[config.mk]
export PLATFORM = sky130hd
export DESIGN_NAME = light_countdown_display
export DESIGN_NICKNAME = d
export VERILOG_FILES = /design/src/rtl/light_countdown_display_pkg.sv /design/src/rtl/light_countdown_display_seg7_decode.sv /design/src/rtl/light_countdown_display.sv
export SDC_FILE = /design/constraint.sdc
export NUM_CORES = 1
export LEC_CHECK = 0
export CAP_MARGIN = 15
export CORE_MARGIN = 2
export CORE_UTILIZATION = 54
export DETAILED_ROUTE_END_ITERATION = 10
export HOLD_SLACK_MARGIN = 0.06
export PLACE_DENSITY = 0.82
export SYNTH_ARGS = -nofsm -noshare
export SYNTH_HDL_FRONTEND = slang
export SYNTH_SLANG_ARGS = --single-unit
[constraint.sdc]
create_clock -name CLOCK_50 -period 3.6 [get_ports CLOCK_50]
set_clock_uncertainty 0.05 [all_clocks]
set_input_delay 0.72 -clock CLOCK_50 [delete_from_list [all_inputs] [get_ports CLOCK_50]]
set_output_delay 0.72 -clock CLOCK_50 [all_outputs]
set_load 0.05 [all_outputs]
[src/rtl/light_countdown_display_pkg.sv]
`default_nettype none
// +--------------------------------------------------------------------------+
// | Module   : light_countdown_display_pkg                                    |
// | Brief    : Shared types and constants for the traffic-light countdown     |
// |            display: state encodings, segment type, BCD helper.            |
// | Revision : 1.0 - initial release                                          |
// +--------------------------------------------------------------------------+
package light_countdown_display_pkg;

  // Controller state as seen on the 3-bit state input.
  typedef logic [2:0] state_t;

  localparam state_t S0 = 3'd0;
  localparam state_t S1 = 3'd1;
  localparam state_t S2 = 3'd2;
  localparam state_t S3 = 3'd3;
  localparam state_t S4 = 3'd4;

  // Seven-segment drive, index 0..6 = segments a..g, active-low.
  typedef logic [0:6] seg_t;

  localparam seg_t SEG_BLANK = 7'b1111111;
  localparam seg_t SEG_DASH  = 7'b1111110;

  // Two-digit BCD value.
  typedef struct packed {
    logic [3:0] tens;
    logic [3:0] ones;
  } bcd2_t;

  // Convert a 0..99 integer into two BCD digits (used for parameter loads).
  function automatic bcd2_t to_bcd2(input int unsigned v);
    bcd2_t r;
    r.tens = 4'((v / 10) % 10);
    r.ones = 4'(v % 10);
    return r;
  endfunction

endpackage
`default_nettype wire

[src/rtl/light_countdown_display_seg7_decode.sv]
`default_nettype none
// +--------------------------------------------------------------------------+
// | Module   : seg7_decode                                                    |
// | Brief    : Combinational BCD digit to active-low seven-segment decoder.   |
// |            Non-decimal codes (10..15) decode to a blank digit.            |
// | Revision : 1.0 - initial release                                          |
// +--------------------------------------------------------------------------+
module seg7_decode
  import light_countdown_display_pkg::*;
(
  input  logic [3:0] i_bcd,
  output seg_t       o_seg
);

  // Digit lookup; anything outside 0..9 is shown dark rather than garbage.
  always_comb begin
    o_seg = SEG_BLANK;
    case (i_bcd)
      4'd0:    o_seg = 7'b0000001;
      4'd1:    o_seg = 7'b1001111;
      4'd2:    o_seg = 7'b0010010;
      4'd3:    o_seg = 7'b0000110;
      4'd4:    o_seg = 7'b1001100;
      4'd5:    o_seg = 7'b0100100;
      4'd6:    o_seg = 7'b0100000;
      4'd7:    o_seg = 7'b0001111;
      4'd8:    o_seg = 7'b0000000;
      4'd9:    o_seg = 7'b0000100;
      default: o_seg = SEG_BLANK;
    endcase
  end

endmodule
`default_nettype wire

[src/rtl/light_countdown_display.sv]
`default_nettype none
// +--------------------------------------------------------------------------+
// | Module   : light_countdown_display                                        |
// | Brief    : Per-state BCD seconds countdown for a traffic-light controller |
// |            with registered seven-segment outputs and an expiry pulse.     |
// |            Optional macro COUNTDOWN_BLINK_EN blinks the last seconds.     |
// | Revision : 1.0 - initial release                                          |
// +--------------------------------------------------------------------------+
module light_countdown_display
  import light_countdown_display_pkg::*;
#(
  parameter int S1_SECS      = 10,
  parameter int S2_SECS      = 20,
  parameter int S4_SECS      = 10,
  parameter int BLINK_THRESH = 3
) (
  input  logic       CLOCK_50,
  input  logic       KEY,
  input  logic       tick_1hz,
  input  logic [2:0] state,
  output logic       done,
  output seg_t       HEX3,
  output seg_t       HEX2,
  output seg_t       HEX1,
  output seg_t       HEX0
);

  // Parameter sanity: trap out-of-range configurations at elaboration.
  if ((S1_SECS < 1) || (S1_SECS > 99)) begin : g_s1_range
    $error("S1_SECS must be in 1..99");
  end
  if ((S2_SECS < 1) || (S2_SECS > 99)) begin : g_s2_range
    $error("S2_SECS must be in 1..99");
  end
  if ((S4_SECS < 1) || (S4_SECS > 99)) begin : g_s4_range
    $error("S4_SECS must be in 1..99");
  end
  if ((BLINK_THRESH < 0) || (BLINK_THRESH > 99)) begin : g_thresh_range
    $error("BLINK_THRESH must be in 0..99");
  end

  localparam bcd2_t c_s1_load = to_bcd2(S1_SECS);
  localparam bcd2_t c_s2_load = to_bcd2(S2_SECS);
  localparam bcd2_t c_s4_load = to_bcd2(S4_SECS);

  state_t     r_state_q;
  logic [3:0] r_tens;
  logic [3:0] r_ones;
  logic       r_zero_pend;  // decrement 01->00 happened last edge
  logic       r_done;

  logic       w_state_chg;
  logic       w_nonzero;
  logic       w_last;
  logic       w_dec;
  logic       w_valid;
  logic       w_show_count;
  logic       w_blink_off;
  bcd2_t      w_load;
  bcd2_t      w_next_dec;
  logic [3:0] w_state_bcd;
  seg_t       w_seg2;
  seg_t       w_seg1;
  seg_t       w_seg0;

  assign w_state_chg  = (state != r_state_q);
  assign w_nonzero    = (r_tens != 4'd0) || (r_ones != 4'd0);
  assign w_last       = (r_tens == 4'd0) && (r_ones == 4'd1);
  // A state change swallows a coincident tick; ticks at 00 are ignored.
  assign w_dec        = !w_state_chg && tick_1hz && w_nonzero;
  assign w_valid      = (r_state_q <= S4);
  assign w_show_count = (r_state_q == S1) || (r_state_q == S2) || (r_state_q == S4);
  assign w_state_bcd  = {1'b0, r_state_q};

  // Load value for the state being entered; idle and invalid states load 00.
  always_comb begin
    w_load = '0;
    case (state)
      S1:      w_load = c_s1_load;
      S2:      w_load = c_s2_load;
      S4:      w_load = c_s4_load;
      default: w_load = '0;
    endcase
  end

  // BCD decrement with borrow from the tens digit.
  always_comb begin
    w_next_dec = {r_tens, r_ones};
    if (r_ones == 4'd0) begin
      w_next_dec.tens = r_tens - 4'd1;
      w_next_dec.ones = 4'd9;
    end else begin
      w_next_dec.ones = r_ones - 4'd1;
    end
  end

  // Count, tracked state and expiry pulse pipeline.
  always_ff @(posedge CLOCK_50) begin
    if (!KEY) begin
      r_state_q   <= S0;
      r_tens      <= 4'd0;
      r_ones      <= 4'd0;
      r_zero_pend <= 1'b0;
      r_done      <= 1'b0;
    end else begin
      r_done      <= r_zero_pend;
      r_zero_pend <= w_dec && w_last;
      if (w_state_chg) begin
        r_state_q <= state;
        r_tens    <= w_load.tens;
        r_ones    <= w_load.ones;
      end else if (w_dec) begin
        r_tens <= w_next_dec.tens;
        r_ones <= w_next_dec.ones;
      end
    end
  end

`ifdef COUNTDOWN_BLINK_EN
  logic       r_blink_off;
  logic [6:0] w_next_val;
  logic       w_in_blink;

  assign w_next_val  = (7'(w_next_dec.tens) * 7'd10) + 7'(w_next_dec.ones);
  assign w_in_blink  = (w_next_val != 7'd0) && (w_next_val <= 7'(BLINK_THRESH));
  assign w_blink_off = r_blink_off;

  // Toggle visibility on each second inside the blink window; clear otherwise.
  always_ff @(posedge CLOCK_50) begin
    if (!KEY) begin
      r_blink_off <= 1'b0;
    end else if (w_state_chg) begin
      r_blink_off <= 1'b0;
    end else if (w_dec) begin
      if (w_last) begin
        r_blink_off <= 1'b0;
      end else if (w_in_blink) begin
        r_blink_off <= !r_blink_off;
      end
    end
  end
`else
  assign w_blink_off = 1'b0;
`endif

  seg7_decode u_dec_state (
    .i_bcd (w_state_bcd),
    .o_seg (w_seg2)
  );

  seg7_decode u_dec_tens (
    .i_bcd (r_tens),
    .o_seg (w_seg1)
  );

  seg7_decode u_dec_ones (
    .i_bcd (r_ones),
    .o_seg (w_seg0)
  );

  // Registered display: one cycle behind the count/state registers.
  always_ff @(posedge CLOCK_50) begin
    if (!KEY) begin
      HEX3 <= SEG_BLANK;
      HEX2 <= SEG_BLANK;
      HEX1 <= SEG_BLANK;
      HEX0 <= SEG_BLANK;
    end else if (!w_valid) begin
      HEX3 <= SEG_DASH;
      HEX2 <= SEG_DASH;
      HEX1 <= SEG_DASH;
      HEX0 <= SEG_DASH;
    end else begin
      HEX3 <= SEG_BLANK;
      HEX2 <= w_seg2;
      if (!w_show_count) begin
        HEX1 <= SEG_DASH;
        HEX0 <= SEG_DASH;
      end else if (w_blink_off) begin
        HEX1 <= SEG_BLANK;
        HEX0 <= SEG_BLANK;
      end else begin
        HEX1 <= w_seg1;
        HEX0 <= w_seg0;
      end
    end
  end

  assign done = r_done;

endmodule
`default_nettype wire
==> results of run 1 <==
cell families after synthesis:
group | Yosys count | synth area share
compound gates | 46 | 0.126
xor+xnor | 5 | 0.0208
fa+ha+maj | 21 | 0.107
buf+inv | 35 | 0.0675
flops | 56 | 0.455
mux | 3 | 0.0127
other cells | 1 | 0.00152
simple gates | 88 | 0.210
Yosys cell counts, types with 2 or more instances:
cell / number / area share
a211oi_1: 4 / 0.012
a21o_1: 2 / 0.0061
a21oi_1: 11 / 0.022
a311oi_1: 2 / 0.0071
and2_1: 2 / 0.0051
and3_1: 4 / 0.010
buf_4: 7 / 0.021
clkbuf_1: 4 / 0.0061
dfxtp_1: 56 / 0.46
ha_1: 21 / 0.11
inv_1: 21 / 0.032
mux2i_1: 2 / 0.0081
nand2_1: 19 / 0.029
nand3_1: 2 / 0.0041
nand4bb_1: 2 / 0.0091
nor2_1: 9 / 0.014
nor2b_1: 5 / 0.013
nor3_1: 5 / 0.010
nor3b_1: 3 / 0.0091
nor4_1: 2 / 0.0051
o21ai_0: 10 / 0.020
o311a_1: 2 / 0.0081
or2_2: 8 / 0.020
or3_1: 15 / 0.038
or3b_1: 2 / 0.0071
or4_1: 2 / 0.0061
xor2_1: 3 / 0.011
power by group through the flow:
stage	registers, mW	logic (mW)	clock network [mW]
after floorplan	0.761	0.116	0
after global placement	0.685	0.255	0
after detailed placement	0.686	0.260	0
after CTS	0.671	0.261	0.470
after global routing	0.675	0.282	0.494
final	0.671	0.261	0.460
per-layer routing:
metal | vias up | track usage | part of all wire
li1 | 928 | - | -
met1 | 811 | 0.219 | 0.47
met2 | 39 | 0.301 | 0.47
met3 | 6 | 0.0464 | 0.042
met4 | 0 | 0.0839 | 0.020
met5 | - | 0 | 0
sequential cells by signal, summed over array words and instances, names as in the netlist:
register and cells:
HEX0 7, HEX1 7, HEX2 7, u_dec_ones.o_seg 7
u_dec_state.o_seg 7, u_dec_tens.o_seg 7, r_ones 4, r_tens 4
r_state_q 3, HEX3 1, done 1, r_zero_pend 1
per-stage QoR:
| step | hold WS [ns] | worst slack [ns] | total power, mW | std cells | util |
|---|---|---|---|---|---|
| finish | 0.364 | 0.466 | 1.39 | 339 | 0.664 |
| global route | 0.378 | 0.307 | 1.45 | 339 | 0.664 |
| CTS | 0.367 | 0.470 | 1.40 | 339 | 0.664 |
| detailed placement | 0.346 | 0.159 | 0.946 | 332 | 0.634 |
| global placement | 0.346 | 0.247 | 0.940 | 332 | 0.634 |
| floorplan | 0.340 | 0.797 | 0.877 | 260 | - |
path summary, 6_finish.rpt:
path | slack (ns) | to | start | depth (start not counted)
setup reg to reg | 0.86 | u_dec_ones.o_seg[3] | r_tens[0] | 9
hold / removal | 0.36 | HEX1[1] | u_dec_tens.o_seg[1] | 1
setup / recovery | 0.47 | u_dec_tens.o_seg[5] | state[0] | 9
hold reg to reg | 0.36 | HEX1[1] | u_dec_tens.o_seg[1] | 1
final cells by class:
cell class	instances	share of cell area
Sequential cell	56	0.385
Inverter	22	0.0284
Timing Repair Buffer	33	0.109
Clock buffer	5	0.0236
Tap cell	52	0.0224
Clock inverter	2	0.0206
Multi-Input combinational cell	169	0.411
==> out/results.tsv, run 1 <==
metric	value	unit
vias in the first global route	1683	
hold buffers post-CTS	0	
Final Hold Fails	0	
number of standard cells after synthesis	255	
cts bufs inserted	5	
commonest cells after routing, fill and taps aside	dfxtp_1 (56), clkdlybuf4s50_1 (28), inv_1 (21), ha_1 (21), nand2_1 (19)	
count of final max-slew check failures	0	
sequential fraction of design power	0.482	
worst slew margin relative to its limit	0.339	
TritonCTS clock tree	done	
final clock period utilization by the worst path	0.870	
arrival time worst endpoint	3.29	ns
post-detailed-route wirelength per cell	12.5	microns
slew at the pin closest to its max-slew limit	0.981	ns
setup TNS	0	ns
# H-tree levels	2	
Sequential Area	1120	sq um
launching element type of the critical path	input port	
post-CTS setup buffer count	0	
Synth Warn #	0	
Largest stage delay, worst path	0.58	ns
first drt pass iteration count	4	
global-route wire length before repair	7380	microns
setup-violating endpoint count in the final report	0	
static leakage	1.34	nW
share of total power in the clock network	0.331	
gr usage total	0.181	
area of the core	4380	sq um
number of flops mapped to enable cells by yosys	0	
starting density of the core	0.562	
Yosys cell types	57	
post-cts gate resize count	0	
time the worst path needs with I/O delays and setup	3.13	ns
max_cap viols	0	
Fmax achieved	319	MHz
setup repair after global routing missed its margin	false	
CP delay by family, top	simple AND/OR/NAND/NOR gates	
net count reported at finish	314	
clock transition time at the flip-flop clock pins of the worst setup and hold paths	0.09	ns
number of buffer and inverter instances along the worst setup path	2	
final antenna-violating net count	0	
Die Ht	71.5	microns
required time of the critical path	3.76	ns
share of final-layout standard cells stronger than drive strength 1	0.0976	
status	finished, final reports clean	
final weighted congestion of routability-driven global placement	0.874	
count of pins on the block boundary	35	
Via density	5.26	
mean post-synth cell area	9.66	sq um
number of inserted diodes	0	
path type of the worst min-delay path	register to register	
cells along the critical path	clkdlybuf4s50_1 -> xor2_1 -> or3_1 -> o22ai_1 -> nor2b_1 -> inv_1 -> ha_1 -> a21oi_1 -> o21ba_1	
buffer cell driving the clock tree root	clkbuf_8	
area of the multi-input gates	1190	sq um
Remaining Overflow, GRT	0	
total number of placement rows	24	
fraction of synthesis flops using an asynchronous set or reset pin	0	
critical path's slowest cell	clkdlybuf4s50_1	
Fillers	352	
maximum buffer depth of the clock tree	2	
worst-path maximum fanout	5	
Die Outline Area	5120	sq um
worst supply voltage drop on vdd	0.000229	V
Power Internal	1.02	mW
most common cell after layout, fill and taps aside	dfxtp_1	
clk_lat worst skew	0.30	ns
maximum number of pins on one net before global-route repair	17	
DR vias	1784	
power density over the cells	478	nW/um^2
area of the mapped netlist	2460	sq um
starting DRC count in detailed routing	93	
Switch Pwr	369	uW
Cell Area, Placed	2780	sq um
final wirelength	4240	microns
area overhead of the layout relative to synthesis	18.1	%
switching fraction of total power	0.265	
number of buffer cells added on primary ports	28	
most used flip-flop cell after synthesis	dfxtp_1	
flip-flop and latch count after synthesis	56	
number of antenna violations at the first check in global routing	0	
detailed-placement wirelength estimate	3170	microns
fraction of the yosys area taken by sequential cells	0.455	
relative contribution of combinational cells to total power	0.187	
critical path capture point type	register	
post-detailed-route DRC marker count	0	
Critical Setup Path Class	input port to register	
CTS Sinks	56	
chip width	71.5	microns
final design area excluding fillers	2910	sq um
(Power assumes the default switching activity.)
==> run 2, diff against run 1 <==
Settings changed: CORE_ASPECT_RATIO from default to 1.75, SLEW_MARGIN from default to 20.
==> run 2 against run 1 <==
Against the previous run: core utilization is 1.2 points lower; global-route usage is 3.2 points higher; non-clock buffer count stayed put; sequential share of layout area is 0.55 points higher; cell count stayed put; sequential power hardly changed; count of clock-buffer cells in the layout is 1 higher; sequential cell count stayed put; combinational power is 2% higher; critical path type unchanged; highest routed layer unchanged.
==> out/results.tsv, run 2 (same netlist as run 1, synthesis figures left out) <==
metric	value	unit	change
status	finished, final reports clean		unchanged
count of non-filler cells in the finished layout	339		unchanged
area overhead of the layout relative to synthesis	16.5	%	was 18.1%
required time of the critical path	3.75	ns	was 3.76 ns
starting density of the core	0.559		was 0.562
time the worst path needs with I/O delays and setup	3.06	ns	was 3.13 ns
starting DRC count in detailed routing	32		was 93
arrival time worst endpoint	3.22	ns	was 3.29 ns
total number of placement rows	32		was 24
detailed-placement wirelength estimate	3610	microns	was 3170 microns
post-detailed-route DRC marker count	0		unchanged
DR vias	1874		was 1,784
count of final max-slew check failures	0		unchanged
chip width	55.1	microns	was 71.5 microns
Place WS	0.230	ns	was 0.159 ns
static leakage	1.32	nW	was 1.34 nW
setup repair after global routing missed its margin	false		unchanged
launching element type of the critical path	input port		unchanged
first drt pass iteration count	4		unchanged
Fillers	367		was 352
vias in the first global route	1822		was 1,683
gr usage total	0.213		was 0.181
number of buffer cells added on primary ports	28		unchanged
hold buffers post-CTS	0		unchanged
setup TNS	0	ns	unchanged
Die Ht	93.4	microns	was 71.5 microns
number of antenna violations at the first check in global routing	0		unchanged
final weighted congestion of routability-driven global placement	0.842		was 0.874
CTS Sinks	56		unchanged
count of pins on the block boundary	35		unchanged
Fmax achieved	326	MHz	was 319 MHz
Largest stage delay, worst path	0.54	ns	was 0.58 ns
slew at the pin closest to its max-slew limit	0.698	ns	was 0.981 ns
critical path's slowest cell	clkdlybuf4s50_1		unchanged
CP delay by family, top	simple AND/OR/NAND/NOR gates		unchanged
maximum buffer depth of the clock tree	2		unchanged
cells along the critical path	clkdlybuf4s50_1 -> xor2_2 -> or3_1 -> o22ai_1 -> nor2b_1 -> inv_1 -> ha_1 -> a21oi_1 -> o21ba_1		was clkdlybuf4s50_1 -> xor2_1 -> or3_1 -> o22ai_1 -> nor2b_1 -> inv_1 -> ha_1 -> a21oi_1 -> o21ba_1
worst-path maximum fanout	7		was 5
final clock period utilization by the worst path	0.851		was 0.870
post-CTS setup buffer count	0		unchanged
maximum number of pins on one net before global-route repair	18		was 17
worst-case reg-to-reg path depth	10		was 9
clock transition time at the flip-flop clock pins of the worst setup and hold paths	0.10	ns	was 0.09 ns
commonest cells after routing, fill and taps aside	dfxtp_1 (56), clkdlybuf4s50_1 (28), inv_1 (21), ha_1 (21), nand2_1 (19)		unchanged
global-route wire length before repair	7990	microns	was 7380 microns
path type of the worst min-delay path	register to register		unchanged
area of the core	4400	sq um	was 4380 sq um
net count reported at finish	314		unchanged
placed cell count	331		was 332
Die Outline Area	5140	sq um	was 5120 sq um
# H-tree levels	2		unchanged
overall power	1.27	mW	was 1.39 mW
slack of the worst reg-to-reg path	0.91	ns	was 0.86 ns
critical path capture point type	register		unchanged
setup-violating endpoint count in the final report	0		unchanged
path length in cells of the critical path	9		unchanged
buffer cell driving the clock tree root	clkbuf_8		unchanged
number of buffer and inverter instances along the worst setup path	2		unchanged
share of final-layout standard cells stronger than drive strength 1	0.0972		was 0.0976
most common cell after layout, fill and taps aside	dfxtp_1		unchanged
Final Hold Fails	0		unchanged
Remaining Overflow, GRT	0		unchanged
clk_lat worst skew	0.30	ns	about the same
TritonCTS clock tree	done		unchanged
number of inserted diodes	0		unchanged
hold path cells	1		unchanged
Critical Setup Path Class	input port to register		unchanged
setup slack after layout	0.536	ns	was 0.466 ns
worst setup path startpoint	state[2]		was state[0]
Via density	5.53		was 5.26
startpoint of the tightest hold check path	u_dec_tens.o_seg[2]		was u_dec_tens.o_seg[1]
post-cts gate resize count	0		unchanged
worst supply voltage drop on vdd	0.000375	V	was 0.000229 V
post-detailed-route wirelength per cell	14.0	microns	was 12.5 microns
power density over the cells	443	nW/um^2	was 478 nW/um^2
worst slew margin relative to its limit	0.532		was 0.339
max_cap viols	0		unchanged
final wirelength	4740	microns	was 4240 microns
final antenna-violating net count	0		unchanged
cts bufs inserted	5		unchanged
worst r2r src	r_tens[0]		unchanged
## run 2: cell types whose count changed in the layout (fill, tap and decap cells not counted), sizes merged
cell / delta
clkinv: +1
bufinv: -2
clkinvlp: +1
clkbuf: +1
## run 2: area by class of cell
| type | instances | area (sq um) | share of cell area |
|---|---|---|---|
| inverter | 22 | 82.6 | 0.0288 |
| clock inverter | 2 | 16.3 | 0.00567 |
| tap | 51 | 63.8 | 0.0222 |
| sequential | 56 | 1120 | 0.391 |
| clock buffer | 6 | 72.6 | 0.0253 |
| timing repair buffer | 33 | 318 | 0.111 |
| multi-input combinational | 169 | 1190 | 0.416 |
## run 2: where the power goes
part,switching [mW],leakage (nW),internal [mW],total [mW]
registers,0.0142,0.462,0.659,0.673
clock network,0.195,0.0414,0.139,0.334
logic,0.175,0.815,0.0906,0.265
total,0.384,1.32,0.888,1.27
## run 2: path summary, 6_finish.rpt
path,end
hold reg to reg,HEX1[2]
setup / recovery,u_dec_tens.o_seg[5]
hold / removal,HEX1[2]
setup reg to reg,u_dec_tens.o_seg[5]
## run 2: worst reg2reg max path: cells and delay by family (launching register included)
| kind | cells | cell delay (ns) |
|---|---|---|
| buffers and inverters | 2 | 0.24 |
| and+or+nand+nor | 3 | 0.89 |
| adders and majority gates | 2 | 0.43 |
| AOI/OAI and AO/OA | 3 | 0.64 |
| DFF | 1 | 0.34 |
## run 2: per-layer routing
metal | routed length [microns] | vias to the layer above | global-route usage
met5 | 0 | - | 0
met4 | 143 | 0 | 0.126
met3 | 168 | 11 | 0.0367
met2 | 2660 | 57 | 0.377
met1 | 1770 | 875 | 0.216
li1 | - | 931 | -
## run 2: per-stage QoR
step           hold WS [ns]  area, sq um  utilization
3_3_place_gp          0.342         2780        0.631
6_report              0.360         2870        0.651
3_5_place_dp          0.346         2780        0.631
5_1_grt               0.371         2870        0.651
2_1_floorplan         0.340         2480            -
4_1_cts               0.364         2870        0.651
